## config.mk

```make
export PLATFORM = sky130hd
export DESIGN_NAME = dmem_readback
export DESIGN_NICKNAME = d
export VERILOG_FILES = /design/src/rtl/dmem_readback.sv
export SDC_FILE = /design/constraint.sdc
export NUM_CORES = 1
export LEC_CHECK = 0
export CORE_MARGIN = 2
export CORE_UTILIZATION = 25
export DETAILED_ROUTE_END_ITERATION = 12
export PLACE_DENSITY_LB_ADDON = 0.12
export SETUP_SLACK_MARGIN = 0.15
export SLEW_MARGIN = 15
export SYNTH_ARGS = -nofsm -noshare
export SYNTH_HDL_FRONTEND = slang
export SYNTH_SLANG_ARGS = --single-unit
```

## constraint.sdc

```tcl
create_clock -name clk -period 6.3 [get_ports clk]
set_input_delay 1.575 -clock clk [delete_from_list [all_inputs] [get_ports clk]]
set_output_delay 1.575 -clock clk [all_outputs]
set_load 0.05 [all_outputs]
```

## src/rtl/dmem_readback.sv

```systemverilog
// dmem_readback: dumps a contiguous word range of data memory over a valid/ready stream.
// Define DMEM_READBACK_CHECKSUM_EN to add a running checksum of the transferred words.
//
// state | meaning
// IDLE  | waiting for a start command
// READ  | issuing reads while the memory port is free and buffer credit allows
// DRAIN | every read issued; emptying the output buffer until the last word leaves
module dmem_readback #(
   parameter int DPW        = 32,
   parameter int CNTW       = 16,
   parameter int FIFO_DEPTH = 2
) (
   input  logic            clk,
   input  logic            rst,
   input  logic            start,
   input  logic [DPW-1:0]  start_addr,
   input  logic [CNTW-1:0] word_count,
   input  logic            abort,
   input  logic            mem_busy,
   output logic            mem_re,
   output logic [DPW-1:0]  mem_raddr,
   input  logic [DPW-1:0]  mem_rdata,
   output logic            out_valid,
   input  logic            out_ready,
   output logic [DPW-1:0]  out_data,
   output logic [DPW-1:0]  out_addr,
   output logic            out_last,
`ifdef DMEM_READBACK_CHECKSUM_EN
   output logic [DPW-1:0]  checksum,
`endif
   output logic            busy,
   output logic            done
);

   typedef enum logic [1:0] {IDLE = 2'd0, READ = 2'd1, DRAIN = 2'd2} state_t;

   state_t          state_q, state_d;
   logic [DPW-1:0]  addr_q;
   logic [CNTW-1:0] remaining_q;
   logic            inflight_q;
   logic [DPW-1:0]  inflight_addr_q;
   logic            inflight_last_q;
   logic [DPW-1:0]  fifo_data [FIFO_DEPTH];
   logic [DPW-1:0]  fifo_addr [FIFO_DEPTH];
   logic            fifo_last [FIFO_DEPTH];
   logic            wr_ptr_q, rd_ptr_q;
   logic [1:0]      fifo_count_q;
   logic [2:0]      credit_used;
   logic            accept, zero_start, pop, head_last, done_q;

   assign accept     = start && (state_q == IDLE) && (word_count != '0);
   assign zero_start = start && (state_q == IDLE) && (word_count == '0);
   assign out_valid  = (fifo_count_q != 2'd0);
   assign pop        = out_valid && out_ready;
   assign head_last  = fifo_last[rd_ptr_q];
   assign out_data   = out_valid ? fifo_data[rd_ptr_q] : '0;
   assign out_addr   = out_valid ? fifo_addr[rd_ptr_q] : '0;
   assign out_last   = out_valid && head_last;
   assign mem_raddr  = mem_re ? addr_q : '0;
   assign done       = done_q;

   // Entries held or about to land after this cycle's pop; a new read needs a free slot.
   assign credit_used = 3'(fifo_count_q) + 3'(inflight_q) - 3'(pop);

   always_ff @(posedge clk) begin
      if (rst) state_q <= IDLE;
      else     state_q <= state_d;
   end

   always_comb begin
      state_d = state_q;
      unique case (state_q)
         IDLE:  if (accept) state_d = READ;
         READ: begin
            if (abort)                                    state_d = IDLE;
            else if (mem_re && remaining_q == CNTW'(1))   state_d = DRAIN;
         end
         DRAIN: begin
            if (abort)                  state_d = IDLE;
            else if (pop && head_last)  state_d = IDLE;
         end
         default: state_d = IDLE;
      endcase
   end

   always_comb begin
      mem_re = 1'b0;
      busy   = (state_q != IDLE);
      if (state_q == READ && !abort && !mem_busy && remaining_q != '0 &&
          credit_used < 3'(FIFO_DEPTH))
         mem_re = 1'b1;
   end

   always_ff @(posedge clk) begin
      if (rst) begin
         addr_q      <= '0;
         remaining_q <= '0;
      end else if (accept) begin
         addr_q      <= start_addr & ~DPW'(3);
         remaining_q <= word_count;
      end else if (mem_re) begin
         addr_q      <= addr_q + DPW'(4);
         remaining_q <= remaining_q - CNTW'(1);
      end
   end

   always_ff @(posedge clk) begin
      if (rst) begin
         inflight_addr_q <= '0;
         inflight_last_q <= 1'b0;
      end else if (mem_re) begin
         inflight_addr_q <= addr_q;
         inflight_last_q <= (remaining_q == CNTW'(1));
      end
   end

   // Abort flushes the buffer and drops the read still returning from memory.
   always_ff @(posedge clk) begin
      if (rst || abort) begin
         inflight_q   <= 1'b0;
         wr_ptr_q     <= 1'b0;
         rd_ptr_q     <= 1'b0;
         fifo_count_q <= 2'd0;
      end else begin
         inflight_q   <= mem_re;
         if (inflight_q) wr_ptr_q <= ~wr_ptr_q;
         if (pop)        rd_ptr_q <= ~rd_ptr_q;
         fifo_count_q <= fifo_count_q + 2'(inflight_q) - 2'(pop);
      end
   end

   always_ff @(posedge clk) begin
      if (inflight_q) begin
         fifo_data[wr_ptr_q] <= mem_rdata;
         fifo_addr[wr_ptr_q] <= inflight_addr_q;
         fifo_last[wr_ptr_q] <= inflight_last_q;
      end
   end

   always_ff @(posedge clk) begin
      if (rst) done_q <= 1'b0;
      else     done_q <= zero_start || (pop && head_last && !abort);
   end

`ifdef DMEM_READBACK_CHECKSUM_EN
   logic [DPW-1:0] sum_q;

   always_ff @(posedge clk) begin
      if (rst)                        sum_q <= '0;
      else if (accept || zero_start)  sum_q <= '0;
      else if (pop && !abort)         sum_q <= sum_q + out_data;
   end

   assign checksum = sum_q;
`endif

endmodule

```

# Yosys cells after proc, flatten, opt, wreduce, memory -nomap -nowiden
# Memories as Yosys holds them, arrays and structs flattened. A register that Yosys moved wholly into a read port is not among the register bits.
# Index checks and enable logic that the tools add are counted.
# classes
n_addsub	6
n_mul	0
div	0
order_cmp	1
n_eq_ne	6
n_shift	0
mux	22
bitwise_logic	2
reduce_logical	25
# op_table
op	n
2-to-1 mux 32 bit	5
adder 32 x 3 -> 32 bit, second input constant	1
2-to-1 mux 16 bit	2
nonzero test 16 bit	2
equality test 16 x 1 -> 1 bit, second input constant	1
zero test 16 bit	1
subtractor 16 x 1 -> 16 bit, second input constant	1
logical AND 1 bit	12
2-to-1 mux 2 bit	5
2-to-1 mux 1 bit	9
!= test 3 bit, second input constant	2
case mux 2 bit (3 select lines)	1
nonzero test 2 bit	3
adder 2 x 1 -> 3 bit	1
< comparator 3 x 2 -> 1 bit, second input constant	1
AND reduction 3 bit	1
subtractor 3 x 1 -> 3 bit	1
adder 2 x 1 -> 2 bit	1
equality test 2 x 1 -> 1 bit, second input constant	1
equality test 2 bit, second input constant	1
zero test 1 bit	2
zero test 2 bit	1
logical OR 1 bit	2
!= test 2 bit, second input constant	1
other kinds (3)	4
# totals
register_bits	89
latchBits	0
mem_bits_rw	130
romBits	0
out_inout_bits	101
memories	3
# mem_list
name	depth	width	read_ports	rd_clocked_by_memory_dff	wr	line	source
fifo_addr	2	32	1	1	1	44	logic [DPW-1:0] fifo_addr [FIFO_DEPTH];
fifo_data	2	32	1	1	1	43	logic [DPW-1:0] fifo_data [FIFO_DEPTH];
fifo_last	2	1	1	1	1	45	logic fifo_last [FIFO_DEPTH];

# Depth between registers and ports, before layout
# Gate-level depths: netlist of run 1.
# depth
depth_word	10
ltp_mapped	14
mapped_depth_nobuf	13

# Worst setup path after synthesis of run 1
# No wires, ideal clock.
# synth_timing
kind	input port to output port
startpoint	input out_ready
endpoint	output mem_raddr[21]
arrival_time_ns	3.981
t_required_ns	4.725
setup_slack_ns	0.744
cell_stages	12
cell_sequence	and2_1 > ha_1 > inv_1 > ha_1 > fa_1 > nor3_1 > and3_1 > o21ai_2 > inv_2 > buf_2 > nand2_1 > inv_1
# synth_via
elab_chain_len	6
# synth_lines
item	line	source
from (decl)	24	input logic out_ready,
logical AND 1 bit	54	assign pop = out_valid && out_ready;
subtractor 3 x 1 -> 3 bit	63	assign credit_used = 3'(fifo_count_q) + 3'(inflight_q) - 3'(pop);
named net credit_used[1]	48	logic [2:0] credit_used;
< comparator 3 x 2 -> 1 bit	90	credit_used < 3'(FIFO_DEPTH))
logical AND 1 bit	89	if (state_q == READ && !abort && !mem_busy && remaining_q != '0 &&
2-to-1 mux 1 bit	89	
named net mem_re	20	output logic mem_re,
2-to-1 mux 32 bit	59	assign mem_raddr = mem_re ? addr_q : '0;
to (decl)	21	output logic [DPW-1:0] mem_raddr,
# The timed path passes the listed nets, and every way through them passes these cells.

# Worst setup path after layout of run 1
# layout_timing
startpoint	input out_ready
endpoint	output mem_raddr[11]
# layout_via
elab_chain_len	6
# layout_lines
item	line	source
logical AND 1 bit	54	
named net pop	49	logic accept, zero_start, pop, head_last, done_q;
subtractor 3 x 1 -> 3 bit	63	
named net credit_used[1]	48	
< comparator 3 x 2 -> 1 bit	90	
logical AND 1 bit	89	
2-to-1 mux 1 bit	89	
2-to-1 mux 32 bit	59	
# The timed path passes the listed nets, and every way through them passes these cells.

==> results.sh, run 1 <==
export IMPL_grt_max_degree=81
export IMPL_n_fill_cell=3594
export IMPL_period_share_pct=93.4
export IMPL_fmax_ghz=0.170
export IMPL_hp_class="flip-flop to flip-flop"
export IMPL_critPathBufInv=6
export IMPL_mostFrequentLayoutCell="clkdlybuf4s50_1"
export IMPL_cp_cell_sequence="clkdlybuf4s50_1, and2_1, ha_1, inv_1, ha_1, fa_1, nor3_1, and3_1, o21ai_4, inv_2, buf_12, nand2_1, inv_1, buf_12"
export IMPL_postCtsHoldBufs=0
export IMPL_synth_top_family_by_area="simple AND/OR/NAND/NOR gates"
export IMPL_ir_drop_v=0.000161
export IMPL_clockBufferDepth=3
export IMPL_reg2reg_setup_slack_ns=2.90
export IMPL_p_leak_nw=4.16
export IMPL_powerDensity_nw_per_um2=261
export IMPL_slowest_delay_ns=0.45
export IMPL_seq_power_share_pct=46.7
export IMPL_routed_wl_um=25700
export IMPL_worstPathRequired_ns=4.72
export IMPL_start_util_pct=25.5
export IMPL_track_usage_pct=13.3
export IMPL_synthMuxAreaShare_pct=7.38
export IMPL_synth_seq_cells=212
export IMPL_finalMaxSlewViolations=0
export IMPL_clkSinkCount=212
export IMPL_yosys_warnings=0
export IMPL_critPathMaxFanout=46
export IMPL_clkTransAtPathRegs_ns=0.06
export IMPL_synth_area_sq_um=9090
export IMPL_cts_tree="done"
export IMPL_endpoint_kind="primary output"
export IMPL_status="complete, no violations"
export IMPL_p_comb_share_pct=8.0
export IMPL_tightestPinTransition_ns=0.980
export IMPL_fin_nets=1077
export IMPL_drc_errors=0
export IMPL_final_setup_skew_ns=0.0133
export IMPL_cp_start_kind="primary input"
export IMPL_cts_resized=0
export IMPL_timing_hold_ws_ns=0.451
export IMPL_antenna_found_initial=0
export IMPL_dieWidth_um=195
export IMPL_via_per_inst=4.61
export IMPL_drtPass1Iterations=5
export IMPL_diodes=0
export IMPL_async_flop_share_pct=0
export IMPL_stdcell_count=1464
export IMPL_postSynthAreaPerCell_sq_um=11.1
export IMPL_relSlewSlack_pct=34.0
export IMPL_h_tree_depth=1
export IMPL_setup_viol=0
export IMPL_rsz0062_at_grt="false"
export IMPL_synthAdderAreaFrac_pct=1.05
export IMPL_final_cell_mix="148 x clkdlybuf4s50_1, 126 x edfxtp_1, 96 x nand2_1"
export IMPL_dp_cells=1418
export IMPL_grt_first_pass_wirelength_um=39600
export IMPL_grt_pass1_vias=6644
export IMPL_hold_viol_final=0
export IMPL_post_cts_buffers=0
export IMPL_swShare_pct=23.1
export IMPL_internal_power_w=0.00251
export IMPL_crit_family="buffers and inverters"
export IMPL_clk_latency_ns=0.52
export IMPL_place_ws_ns=0.374
export IMPL_synth_simple_gate_area_share_pct=14.6
export IMPL_port_buffers=180
export IMPL_ys_types=62
export IMPL_synth_top_flop_cell="edfxtp_1"
export IMPL_io_pins=187
export IMPL_critPathKind="primary input to primary output"
export IMPL_critPathArrivalTime_ns=4.31
export IMPL_synth_xor_area_share_pct=0.771
export IMPL_power_switching_w=0.000752
export IMPL_drive_above_1_share_pct=11.0
export IMPL_die_y_um=195
export IMPL_fin_util_pct=35.1
export IMPL_grt_overflow_total=0
export IMPL_p_clk_share_pct=45.3
export IMPL_core_sq_um=35700
export IMPL_synth_edff_count=126
export IMPL_hpwl_um=16700
export IMPL_cap_violations=0
export IMPL_ant_nets=0
export IMPL_seq_area_frac_synth_pct=60.6
export IMPL_cts_root_buffer="clkbuf_16"
export IMPL_drtIter0Drc=291
export IMPL_row_count=69
export IMPL_areaGrowthSynthToFinish_pct=37.6
export IMPL_synth_compound_area_share_pct=10.7
export IMPL_cts_buffers=25
export IMPL_setup_tns_ns=0
export IMPL_setup_ws_ns=0.417
export IMPL_gp_congestion=0.695
export IMPL_via_count=6746
export IMPL_cp_slowest_cell="fa_1"
export IMPL_timing_final_crit_period_ns=5.88
export IMPL_die_area_sq_um=37900
export IMPL_syn_inst=817
export IMPL_routedWlPerCell_um=17.6
-- layer usage --
layer	track usage [%]	share of wire, %	wire length, um
met3	2.45	5.5	1420
met4	3.22	1.8	450
met2	21.2	45	11600
met1	18.7	48	12300
met5	0	0	0
-- final timing paths --
check | from | cells past startpoint | end
worst max-delay path | out_ready | 14 | mem_raddr[11]
worst min-delay path | inflight_addr_q[12] | 0 | fifo_addr[0][12]
worst max register to register | fifo_count_q[1] | 13 | remaining_q[7]
worst min register to register | inflight_addr_q[12] | 0 | fifo_addr[0][12]
-- cells by family (layout without fill, tap and decap cells) --
| kind of cell | after synthesis | in the layout |
|---|---|---|
| DFF | 212 | 212 |
| muxes | 67 | 67 |
| AOI/OAI and AO/OA | 145 | 145 |
| buffers and inverters | 98 | 281 |
| xor gates and xnor gates | 8 | 8 |
| adders and majority gates | 7 | 7 |
| other | 1 | 4 |
| and+or+nand+nor | 279 | 279 |
-- per-stage QoR --
step / total power [W] / area [sq um]
after global placement: 0.00182 / 11600
after floorplan: 0.00169 / 9100
final: 0.00326 / 12500
after global routing: 0.00340 / 12500
after CTS: 0.00332 / 12500
after detailed placement: 0.00182 / 11600
-- area by class of cell --
type	instances	area (sq um)	share of cell area, %
Timing Repair Buffer	192	2210	17.7
Inverter	43	161	1.29
Sequential cell	212	5510	44.1
Clock inverter	11	109	0.871
Clock buffer	35	746	5.97
Multi-Input combinational cell	510	3190	25.5
Tap cell	461	577	4.61
-- power by group through the flow --
stage	clock, W	combinational (W)	sequential [W]
detailed placement	0	0.000265	0.00155
finish	0.00148	0.000261	0.00152
floorplan	0	0.000151	0.00154
global route	0.00158	0.000286	0.00153
CTS	0.00153	0.000266	0.00152
global placement	0	0.000264	0.00155
-- Yosys cell counts, types with 4 or more instances --
| master | count | share of area, % |
|---|---|---|
| a211oi_1 | 7 | 0.58 |
| a21oi_1 | 45 | 2.5 |
| a2bb2oi_1 | 5 | 0.48 |
| a31oi_1 | 25 | 1.7 |
| and2_1 | 4 | 0.28 |
| and3_1 | 6 | 0.41 |
| and4_1 | 4 | 0.39 |
| buf_2 | 8 | 0.44 |
| buf_4 | 6 | 0.50 |
| clkbuf_1 | 33 | 1.4 |
| clkbuf_8 | 4 | 0.61 |
| dfxtp_1 | 86 | 19 |
| edfxtp_1 | 126 | 42 |
| ha_1 | 6 | 0.83 |
| inv_1 | 42 | 1.7 |
| mux2i_1 | 67 | 7.4 |
| nand2_1 | 96 | 4.0 |
| nand3_1 | 15 | 0.83 |
| nand4_1 | 9 | 0.62 |
| nor2_1 | 81 | 3.3 |
| nor3_1 | 11 | 0.61 |
| nor4_1 | 9 | 0.62 |
| o211ai_1 | 16 | 1.3 |
| o21ai_0 | 12 | 0.66 |
| o311ai_0 | 5 | 0.48 |
| o31ai_1 | 5 | 0.41 |
| or3_1 | 12 | 0.83 |
| or3_2 | 5 | 0.41 |
| or4_1 | 10 | 0.83 |
| xnor2_1 | 4 | 0.39 |
| xor2_1 | 4 | 0.39 |
-- registers in the layout (all words and copies together), names as in the netlist, 2 cells and up, named ones only --
signal,cells
fifo_data,64
fifo_addr,60
remaining_q,16
fifo_count_q,2
state_q,2
addr_q,30
fifo_last,2
inflight_addr_q,30
Power figures use the tool's default switching activity.
==> inputs of run 2 (changes only) <==
--- a/config.mk
+++ b/config.mk
@@ -9,6 +9,7 @@
 export CORE_UTILIZATION = 25
 export DETAILED_ROUTE_END_ITERATION = 12
 export PLACE_DENSITY_LB_ADDON = 0.12
+export RECOVER_POWER = 25
 export SETUP_SLACK_MARGIN = 0.15
 export SLEW_MARGIN = 15
 export SYNTH_ARGS = -nofsm -noshare
==> results.sh, run 2 (synthesis gave the netlist of run 1 again) <==
export IMPL_status="complete, no violations"
export IMPL_critPathMaxFanout=46
export IMPL_hp_class="flip-flop to flip-flop"
export IMPL_grt_max_degree=81
export IMPL_h_tree_depth=1
export IMPL_post_cts_buffers=0
export IMPL_n_fill_cell=3594
export IMPL_ant_nets=0
export IMPL_setup_viol=0
export IMPL_endpoint_kind="primary output"
export IMPL_areaGrowthSynthToFinish_pct=37.6
export IMPL_timing_final_crit_period_ns=5.88
export IMPL_reg2reg_setup_slack_ns=2.90
export IMPL_die_y_um=195
export IMPL_clk_latency_ns=0.52
export IMPL_io_pins=187
export IMPL_routedWlPerCell_um=17.6
export IMPL_cts_buffers=25
export IMPL_hold_viol_final=0
export IMPL_rsz0062_at_grt="false"
export IMPL_cts_resized=0
export IMPL_critPathArrivalTime_ns=4.31
export IMPL_cts_tree="done"
export IMPL_routed_wl_um=25700
export IMPL_setup_tns_ns=0
export IMPL_ir_drop_v=0.000162
export IMPL_core_sq_um=35700
export IMPL_total_power_w=0.00326
export IMPL_track_usage_pct=13.3
export IMPL_period_share_pct=93.4
export IMPL_multi_input_area_sq_um=3190
export IMPL_finalMaxSlewViolations=0
export IMPL_final_cell_mix="126 x edfxtp_1, 125 x clkdlybuf4s50_1, 96 x nand2_1"
export IMPL_tightestPinTransition_ns=0.980
export IMPL_stdcell_count=1464
export IMPL_dieWidth_um=195
export IMPL_dp_cells=1418
export IMPL_critPathKind="primary input to primary output"
export IMPL_die_area_sq_um=37900
export IMPL_drive_above_1_share_pct=11.0
export IMPL_clockBufferDepth=3
export IMPL_via_count=6743
export IMPL_top_register="fifo_data"
export IMPL_worstPathRequired_ns=4.72
export IMPL_largestRegisters="fifo_data: 64 flops, fifo_addr: 60 flops"
export IMPL_clkSinkCount=212
export IMPL_cts_root_buffer="clkbuf_16"
export IMPL_timing_hold_ws_ns=0.451
export IMPL_grt_pass1_vias=6644
export IMPL_start_util_pct=25.5
export IMPL_drc_errors=0
export IMPL_diodes=0
export IMPL_drtPass1Iterations=5
export IMPL_grt_first_pass_wirelength_um=39600
export IMPL_p_leak_nw=4.17
export IMPL_gp_congestion=0.695
export IMPL_cap_violations=0
export IMPL_via_per_inst=4.61
export IMPL_postCtsHoldBufs=0
export IMPL_row_count=69
export IMPL_mostFrequentLayoutCell="edfxtp_1"
export IMPL_antenna_found_initial=0
export IMPL_register_area_sq_um=5510
export IMPL_relSlewSlack_pct=34.0
export IMPL_fin_util_pct=35.1
export IMPL_powerDensity_nw_per_um2=261
export IMPL_cp_start_kind="primary input"
export IMPL_fmax_ghz=0.170
export IMPL_grt_overflow_total=0
export IMPL_hpwl_um=16700
export IMPL_largest_reg_flops=64
export IMPL_clkTransAtPathRegs_ns=0.06
export IMPL_drtIter0Drc=291
export IMPL_final_setup_skew_ns=0.0133
export IMPL_port_buffers=180
export IMPL_fin_nets=1077
run 2: changes by cell type in the layout (fill, tap and decap cells not counted):
| cell | before | now |
|---|---|---|
| dlygate4sd3_1 | 0 | 23 |
| clkdlybuf4s50_1 | 148 | 125 |
run 2: worst max-delay path, stage by stage:
cell             delay [ns]
clkdlybuf4s50_1        0.39
and2_1                 0.17
ha_1                   0.28
inv_1                  0.04
ha_1                   0.18
fa_1                   0.45
nor3_1                 0.13
and3_1                 0.25
o21ai_4                0.08
inv_2                  0.07
buf_12                 0.24
nand2_1                0.17
inv_1                  0.13
buf_12                 0.14
run 2: layout make-up:
class | count | area share, %
Sequential cell | 212 | 44.1
Multi-Input combinational cell | 510 | 25.5
Timing Repair Buffer | 192 | 17.7
Clock buffer | 35 | 5.97
Tap cell | 461 | 4.61
Inverter | 43 | 1.29
Clock inverter | 11 | 0.871
run 2: path summary, 6_finish.rpt:
kind / depth (start not counted) / endpoint / start
worst min register to register: 0 / fifo_addr[0][12] / inflight_addr_q[12]
worst max register to register: 13 / remaining_q[7] / fifo_count_q[1]
worst max-delay path: 14 / mem_raddr[11] / out_ready
worst min-delay path: 0 / fifo_addr[0][12] / inflight_addr_q[12]
run 2: metal layers:
metal / global-route usage [%] / up-vias / routed length, um
met2: 21.2 / 179 / 11600
met4: 3.22 / 0 / 450
met1: 18.7 / 3213 / 12300
li1: - / 3317 / -
met3: 2.45 / 34 / 1370
met5: 0 / - / 0
run 2: where the power goes:
| part | internal [W] | switching, W |
|---|---|---|
| combinational | 0.000110 | 0.000148 |
| sequential | 0.00149 | 0.0000315 |
| clock | 0.000906 | 0.000573 |
run 2: metrics by stage:
step           cell area, sq um  worst slack, ns
2_1_floorplan              9100            0.744
3_3_place_gp              11600            0.349
3_5_place_dp              11600            0.374
4_1_cts                   12500            0.364
5_1_grt                   12500            0.219
6_report                  12500            0.416
==> inputs of run 3 (changes only) <==
--- a/config.mk
+++ b/config.mk
@@ -5,6 +5,7 @@
 export SDC_FILE = /design/constraint.sdc
 export NUM_CORES = 1
 export LEC_CHECK = 0
+export ABC_AREA = 1
 export CORE_MARGIN = 2
 export CORE_UTILIZATION = 25
 export DETAILED_ROUTE_END_ITERATION = 12
==> results.sh, run 3 <==
export IMPL_port_buffers=180
export IMPL_synth_area_leaders="edfxtp_1 39%, dfxtp_1 18%, nand2_1 16%, a21oi_1 5.9%, inv_1 5.2%"
export IMPL_synth_edff_count=126
export IMPL_cts_root_buffer="clkbuf_16"
export IMPL_mostFrequentLayoutCell="nand2_1"
export IMPL_die_area_sq_um=40900
export IMPL_yosysMostFrequentCell="nand2_1"
export IMPL_seq_power_share_pct=46.1
export IMPL_top_register="fifo_data"
export IMPL_swShare_pct=24.1
export IMPL_worstPathRequired_ns=4.72
export IMPL_r2r_end="addr_q[29]"
export IMPL_power_switching_w=0.000793
export IMPL_clkSinkCount=212
export IMPL_diodes=0
export IMPL_postSynthAreaPerCell_sq_um=8.11
export IMPL_relSlewSlack_pct=22.5
export IMPL_synth_area_sq_um=9830
export IMPL_seq_area_frac_synth_pct=56.0
export IMPL_routedWlPerCell_um=16.0
export IMPL_gp_congestion=0.849
export IMPL_cts_buffers=26
export IMPL_drive_above_1_share_pct=7.90
export IMPL_reg2reg_setup_slack_ns=2.85
export IMPL_synth_commonest_cells="415 x nand2_1, 135 x inv_1, 128 x nor2_1, 126 x edfxtp_1, 116 x a21oi_1"
export IMPL_cp_start_kind="primary input"
export IMPL_clkTransAtPathRegs_ns=0.06
export IMPL_ant_nets=0
export IMPL_h_tree_depth=1
export IMPL_p_comb_share_pct=8.7
export IMPL_endpoint_kind="primary output"
export IMPL_postCtsHoldBufs=0
export IMPL_areaGrowthSynthToFinish_pct=35.6
export IMPL_hp_class="flip-flop to flip-flop"
export IMPL_status="complete, no violations"
export IMPL_place_ws_ns=0.335
export IMPL_period_share_pct=94.1
export IMPL_via_count=8248
export IMPL_post_cts_buffers=0
export IMPL_start_util_pct=25.4
export IMPL_row_count=72
export IMPL_clockBufferDepth=3
export IMPL_hpwl_um=21200
export IMPL_ir_drop_v=0.000109
export IMPL_grt_pass1_vias=8039
export IMPL_async_flop_share_pct=0
export IMPL_finalMaxSlewViolations=0
export IMPL_clk_latency_ns=0.52
export IMPL_fin_util_pct=34.4
export IMPL_final_cell_mix="415 x nand2_1, 135 x inv_1, 134 x clkdlybuf4s50_1"
export IMPL_setup_ws_ns=0.374
export IMPL_drtPass1Iterations=5
export IMPL_yosys_warnings=0
export IMPL_io_pins=187
export IMPL_antenna_found_initial=0
export IMPL_dieWidth_um=202
export IMPL_reg2reg_from="fifo_count_q[1]"
export IMPL_powerDensity_nw_per_um2=247
export IMPL_cap_violations=0
export IMPL_hp_start="inflight_addr_q[7]"
export IMPL_hold_path_end="fifo_addr[1][7]"
export IMPL_final_setup_skew_ns=0.0107
export IMPL_largestRegisters="fifo_data: 64 flops, fifo_addr: 60 flops"
export IMPL_internal_power_w=0.00250
export IMPL_die_y_um=202
export IMPL_fin_nets=1479
export IMPL_fmax_ghz=0.169
export IMPL_n_fill_cell=4092
export IMPL_cts_resized=0
export IMPL_grt_first_pass_wirelength_um=47600
export IMPL_tightestPinTransition_ns=1.16
export IMPL_track_usage_pct=14.9
export IMPL_core_sq_um=38700
export IMPL_grt_overflow_total=0
export IMPL_largest_reg_flops=64
export IMPL_drc_errors=0
export IMPL_ys_types=33
export IMPL_setup_viol=0
export IMPL_synth_top_area_share_pct=38.5
export IMPL_synth_seq_cells=212
export IMPL_critPathArrivalTime_ns=4.35
export IMPL_yosys_area_top_type="edfxtp_1"
export IMPL_grt_max_degree=64
export IMPL_critPathKind="primary input to primary output"
export IMPL_r2r_cells=17
export IMPL_p_leak_nw=5.08
export IMPL_p_clk_share_pct=45.2
export IMPL_cts_tree="done"
export IMPL_hold_viol_final=0
export IMPL_drtIter0Drc=369
export IMPL_routed_wl_um=30800
export IMPL_min_path_cells=0
export IMPL_syn_inst=1212
export IMPL_critPathMaxFanout=15
export IMPL_via_per_inst=4.29
export IMPL_timing_final_crit_period_ns=5.93
export IMPL_synth_top_flop_cell="edfxtp_1"
export IMPL_setup_tns_ns=0
export IMPL_rsz0062_at_grt="false"
## run 3: cell types whose count changed after synthesis, moves of 8 or more
cell and delta:
a31oi_1 -25, a21oi_2 +8, o21ai_0 +10, a21oi_1 +71, mux2i_1 -67, o211ai_1 -15, nor3_1 -9, nor4_1 -9
or3_1 -12, nor2_1 +47, inv_1 +93, nand2_1 +319, or4_1 -10, nand3_1 +59
## run 3: how the worst max path moves through the flow
stage	start	end	slack, ns	cells past startpoint
floorplan	out_ready	mem_raddr[28]	0.86	12
global placement	out_ready	mem_raddr[27]	0.40	14
detailed placement	out_ready	mem_raddr[28]	0.34	14
CTS	out_ready	mem_raddr[28]	0.32	14
global route	out_ready	mem_raddr[27]	0.17	14
finish	out_ready	mem_raddr[28]	0.37	14
## run 3: cells by family after synthesis
kind of cell	synth area share [%]
buffers and inverters	7.96
AND/OR/NAND/NOR	26.1
flip-flops	56.0
adder cells (fa/ha/maj)	0.968
AO/OA/AOI/OAI	7.91
XOR/XNOR	0.981
other	0.0382
## run 3: power by group through the flow
stage	logic, W	registers, W	clock network, W
floorplan	0.000176	0.00154	0
global placement	0.000294	0.00155	0
detailed placement	0.000295	0.00155	0
CTS	0.000297	0.00152	0.00153
global route	0.000324	0.00152	0.00159
finish	0.000287	0.00152	0.00149
## run 3: per-stage QoR
step           cell area [sq um]  instances  hold slack, ns  power, W
2_1_floorplan               9840       1215           0.426   0.00171
5_1_grt                    13300       1923           0.468   0.00344
4_1_cts                    13300       1923           0.455   0.00335
3_3_place_gp               12500       1876           0.432   0.00184
3_5_place_dp               12500       1876           0.437   0.00184
6_report                   13300       1923           0.451   0.00329
## run 3: layout make-up
class	instances	area (sq um)	area share, %
tap	518	648	4.87
multi-input combinational	810	3560	26.7
sequential	212	5510	41.3
timing repair buffer	195	2230	16.8
clock inverter	16	153	1.15
clock buffer	31	691	5.19
inverter	141	529	3.97
## run 3: layer usage
layer | vias up | wire length, um | global-route usage [%]
met5 | - | 0 | 0
li1 | 4220 | - | -
met3 | 31 | 1380 | 2.26
met2 | 161 | 14200 | 24.6
met4 | 0 | 498 | 3.23
met1 | 3836 | 14700 | 20.6
## run 3: worst max-delay path, cell delays in order
cell	delay, ns
clkdlybuf4s50_1	0.41
nand2_1	0.10
inv_1	0.07
ha_1	0.27
inv_1	0.04
ha_1	0.18
fa_1	0.45
nor2_1	0.11
nand3_1	0.10
nor2_1	0.15
nand2_2	0.21
buf_4	0.26
nor2_1	0.25
buf_12	0.18
==> variant 1 (settings of run 3) <==
Build with the macro `DMEM_READBACK_CHECKSUM_EN` defined.
--- a/src/rtl/dmem_readback.sv
+++ b/src/rtl/dmem_readback.sv
@@ -5,6 +5,8 @@
 // IDLE  | waiting for a start command
 // READ  | issuing reads while the memory port is free and buffer credit allows
 // DRAIN | every read issued; emptying the output buffer until the last word leaves
+`define DMEM_READBACK_CHECKSUM_EN
+
 module dmem_readback #(
    parameter int DPW        = 32,
    parameter int CNTW       = 16,
Function (old outputs only; new: checksum): kept (Yosys induction, for registers that start in step).
==> variant 1 against run 3 <==
The flow now finishes with violations (max-capacitance violations, max-slew violations); sequential cell count increased by 32; synthesized cell count increased by 47%; total power increased by 13%; fmax decreased by 0.29%; setup slack got worse by 0.017 ns; synthesized area increased by 34%; cell area increased by 30%; routed wire length increased by 45%; largest cell class unchanged; sequential power increased by 13%; highest routed layer is now met5; hold slack improved by 0.0017 ns.
==> variant 1: results <==
# TYPE chip_impl_metric gauge
chip_impl_metric{name="buffer_ports.inserted",unit=""} 212
chip_impl_metric{name="cts_inserted_buffers",unit=""} 30
chip_impl_metric{name="ir_drop",unit="V"} 0.000185
chip_impl_metric{name="finish.cell_count_without_fillers",unit=""} 2696
chip_impl_info{name="run_status",value="complete, but fails checks"} 1
chip_impl_metric{name="dp_hpwl",unit="µm"} 32800
chip_impl_metric{name="timing.final.max_slew_violations",unit=""} 19
chip_impl_metric{name="drtPass1Iterations",unit=""} 7
chip_impl_metric{name="crit_fanout",unit=""} 53
chip_impl_info{name="post_synth_most_frequent_cells",value="sky130_fd_sc_hd__nand2_1 (590), sky130_fd_sc_hd__inv_1 (286), sky130_fd_sc_hd__a21oi_1 (166), sky130_fd_sc_hd__nor2_1 (145), sky130_fd_sc_hd__edfxtp_1 (126)"} 1
chip_impl_metric{name="final.setup_skew",unit="ns"} 0.00986
chip_impl_metric{name="drt-initial-drc-count",unit=""} 594
chip_impl_metric{name="ys_seq_area_frac",unit=""} 0.467
chip_impl_metric{name="tightest_slew",unit="ns"} 1.86
chip_impl_metric{name="synth_area_per_cell",unit="µm²"} 7.38
chip_impl_metric{name="grt_use_met3",unit=""} 0.0245
chip_impl_metric{name="cp_data_arrival_time",unit="ns"} 4.37
chip_impl_metric{name="track_usage",unit=""} 0.163
chip_impl_metric{name="clk-insertion-delay-late",unit="ns"} 0.57
chip_impl_info{name="synth.area.top_cells",value="sky130_fd_sc_hd__edfxtp_1 (29%), sky130_fd_sc_hd__dfxtp_1 (18%), sky130_fd_sc_hd__nand2_1 (17%)"} 1
chip_impl_metric{name="gr-usage-met1",unit=""} 0.200
chip_impl_metric{name="drive_gt1_frac",unit=""} 0.0588
chip_impl_metric{name="post_dp_cell_area",unit="mm²"} 0.0163
chip_impl_metric{name="post-place-ws",unit="ns"} 0.354
chip_impl_metric{name="grt_max_degree",unit=""} 65
chip_impl_metric{name="fin_area",unit="mm²"} 0.0173
chip_impl_metric{name="maxCapViolCount",unit=""} 1
chip_impl_metric{name="power.internal",unit="mW"} 2.83
chip_impl_metric{name="global_placer_s_final_weighted_congestion",unit=""} 0.907
chip_impl_metric{name="route.vias.total",unit=""} 11604
chip_impl_info{name="worst_path_max_delay_cell",value="sky130_fd_sc_hd__clkdlybuf4s50_1"} 1
chip_impl_info{name="violations",value="max-capacitance violations, max-slew violations"} 1
chip_impl_metric{name="static-leakage-power",unit="nW"} 7.25
[variant 1: power groups by stage]
stage                     clock network (mW)  registers [mW]  logic [mW]
after floorplan                            0            1.75       0.170
after global placement                     0            1.75       0.290
after detailed placement                   0            1.75       0.290
after CTS                               1.79            1.72       0.292
after global routing                    1.85            1.72       0.317
final                                   1.72            1.72       0.284
[variant 1: cell families after synthesis]
group / after synthesis / share of synthesized area
AND/OR/NAND/NOR: 871 / 0.268
buffers and inverters: 351 / 0.106
flip-flops: 244 / 0.467
AO/OA/AOI/OAI: 239 / 0.0956
adder cells (fa/ha/maj): 38 / 0.0373
XOR/XNOR: 38 / 0.0253
other: 1 / 0.000285
multiplexers: 1 / 0.000761
[variant 1: area by class of cell]
class	count	area share
clock buffer	41	0.0494
clock inverter	15	0.00767
sequential	244	0.356
tap	688	0.0498
timing repair buffer	225	0.148
inverter	292	0.0636
multi-input combinational	1191	0.326
[variant 1: per-layer routing]
layer	share of wire	vias to the layer above	routed length (µm)
met3	0.042	60	1860
met1	0.44	5300	19600
met2	0.50	206	22200
li1	-	6036	-
met4	0.022	2	972
met5	0.00036	-	16
[variant 1: final timing paths]
path / start / end / slack (ns) / cells after the start
max: out_ready / mem_raddr[7] / 0.36 / 14
min: inflight_addr_q[11]$_SDFFE_PP0N_ / fifo_addr[0][11]$_DFFE_PP_ / 0.45 / 0
max reg2reg: register / checksum[28]$_SDFFE_PP0P_ / 2.80 / 15
min reg2reg: inflight_addr_q[11]$_SDFFE_PP0N_ / fifo_addr[0][11]$_DFFE_PP_ / 0.45 / 0
[variant 1: worst max-delay path: cells and delay by family]
family / cells / cell delay, ns
fa+ha+maj: 2 / 0.62
buf+inv: 5 / 0.96
simple gates: 5 / 0.98
compound gates: 2 / 0.20
==> variant 2 (config.mk and constraints of run 3) <==
Without the edit above. Encoding of `state_t`: now one-hot (3 bits for 3 states).
--- a/src/rtl/dmem_readback.sv
+++ b/src/rtl/dmem_readback.sv
@@ -32,7 +32,7 @@
    output logic            done
 );
 
-   typedef enum logic [1:0] {IDLE = 2'd0, READ = 2'd1, DRAIN = 2'd2} state_t;
+   typedef enum logic [2:0] {IDLE = 3'b001, READ = 3'b010, DRAIN = 3'b100} state_t;
 
    state_t          state_q, state_d;
    logic [DPW-1:0]  addr_q;
Function: no difference found for any inputs over 4 cycles, from zero or initial values and one cycle with rst high; so few cycles prove little.
==> variant 2 against run 3 <==
Setup slack got worse by 0.030 ns; routed wire length shrank 0.84%; clock power is 9% higher; hold slack improved by 0.0045 ns; largest power group is now clock; total power increased by 6.3%; synthesized area decreased by 0.80%; the run now ends with max-capacitance violations, max-slew violations left; die area decreased by 0.79%; sequential cell count up 1; largest cell class unchanged; count of clock-buffer cells in the layout rose by 5; combinational power is 15% higher; cell area is essentially flat.
==> variant 2: results <==
# TYPE chip_impl_metric gauge
chip_impl_metric{name="crit_fanout",unit=""} 38
chip_impl_metric{name="maxCapViolCount",unit=""} 1
chip_impl_metric{name="grt_antenna_before_repair",unit=""} 2
chip_impl_metric{name="ir_drop",unit="V"} 0.000148
chip_impl_metric{name="post-place-ws",unit="ns"} 0.286
chip_impl_metric{name="routed_wl",unit="µm"} 30600
chip_impl_info{name="rr_endpoint",value="addr_q[31]$_SDFFE_PP0P_"} 1
chip_impl_metric{name="ys_seq_area_frac",unit=""} 0.567
chip_impl_metric{name="timing.final.max_slew_violations",unit=""} 22
chip_impl_info{name="violations",value="max-capacitance violations, max-slew violations"} 1
chip_impl_metric{name="grt_pass1_vias",unit=""} 7817
chip_impl_info{name="worstHoldEndpoint",value="fifo_addr[0][22]$_DFFE_PP_"} 1
chip_impl_metric{name="reg2reg_slack",unit="ns"} 3.09
chip_impl_metric{name="rr_worst_depth",unit=""} 18
chip_impl_info{name="path_delay_family",value="simple AND/OR/NAND/NOR gates"} 1
chip_impl_metric{name="static-leakage-power",unit="nW"} 5.03
chip_impl_metric{name="drive_gt1_frac",unit=""} 0.0795
chip_impl_metric{name="post_dp_cell_area",unit="mm²"} 0.0124
chip_impl_metric{name="global_placer_s_final_weighted_congestion",unit=""} 0.904
chip_impl_metric{name="dp_hpwl",unit="µm"} 21300
chip_impl_info{name="launch_instance_of_the_worst_min_delay_path",value="inflight_addr_q[22]$_SDFFE_PP0N_"} 1
chip_impl_info{name="critPathCapture",value="mem_raddr[20]"} 1
chip_impl_metric{name="drtPass1Iterations",unit=""} 4
chip_impl_metric{name="compound_cell_area_share_of_the_yosys_netlist",unit=""} 0.0787
chip_impl_metric{name="yosys.area_share.adder",unit=""} 0.00976
chip_impl_metric{name="drt-initial-drc-count",unit=""} 403
chip_impl_metric{name="drt-wirelength-per-cell",unit="µm"} 16.2
chip_impl_metric{name="via_per_inst",unit=""} 4.29
chip_impl_metric{name="clk-insertion-delay-late",unit="ns"} 0.55
chip_impl_metric{name="track_usage",unit=""} 0.150
chip_impl_metric{name="mux_cell_area_share_after_synthesis",unit=""} 0.00103
chip_impl_metric{name="relSlewSlack",unit=""} -0.252
chip_impl_metric{name="yosys.area_share.xor_xnor",unit=""} 0.0153
chip_impl_metric{name="finalNetCount",unit=""} 1444
chip_impl_metric{name="place.detailed.instances",unit=""} 1841
chip_impl_metric{name="cp_data_arrival_time",unit="ns"} 4.38
chip_impl_info{name="run_status",value="complete, but fails checks"} 1
chip_impl_metric{name="filler_cell_count",unit=""} 4141
chip_impl_metric{name="final.setup_skew",unit="ns"} 0.0212
-- variant 2: final cells by class --
class	instances	area, µm²	share of cell area
Antenna cell	1	2.50	0.000188
Inverter	116	437	0.0328
Timing Repair Buffer	196	2240	0.168
Clock buffer	36	779	0.0585
Clock inverter	12	179	0.0134
Sequential cell	213	5530	0.415
Tap cell	518	648	0.0486
Multi-Input combinational cell	798	3510	0.264
-- variant 2: power breakdown --
| part | leakage [nW] | switching [mW] | internal, mW |
|---|---|---|---|
| Clock | 0.467 | 0.599 | 1.03 |
| Sequential | 1.76 | 0.0423 | 1.50 |
| Combinational | 2.80 | 0.197 | 0.133 |
-- variant 2: layer usage --
layer | global-route usage | vias to the layer above | wire length (µm)
li1 | - | 4143 | -
met1 | 0.209 | 3740 | 14800
met2 | 0.234 | 183 | 13400
met3 | 0.0334 | 39 | 1790
met4 | 0.0394 | 2 | 522
met5 | 0 | - | 11
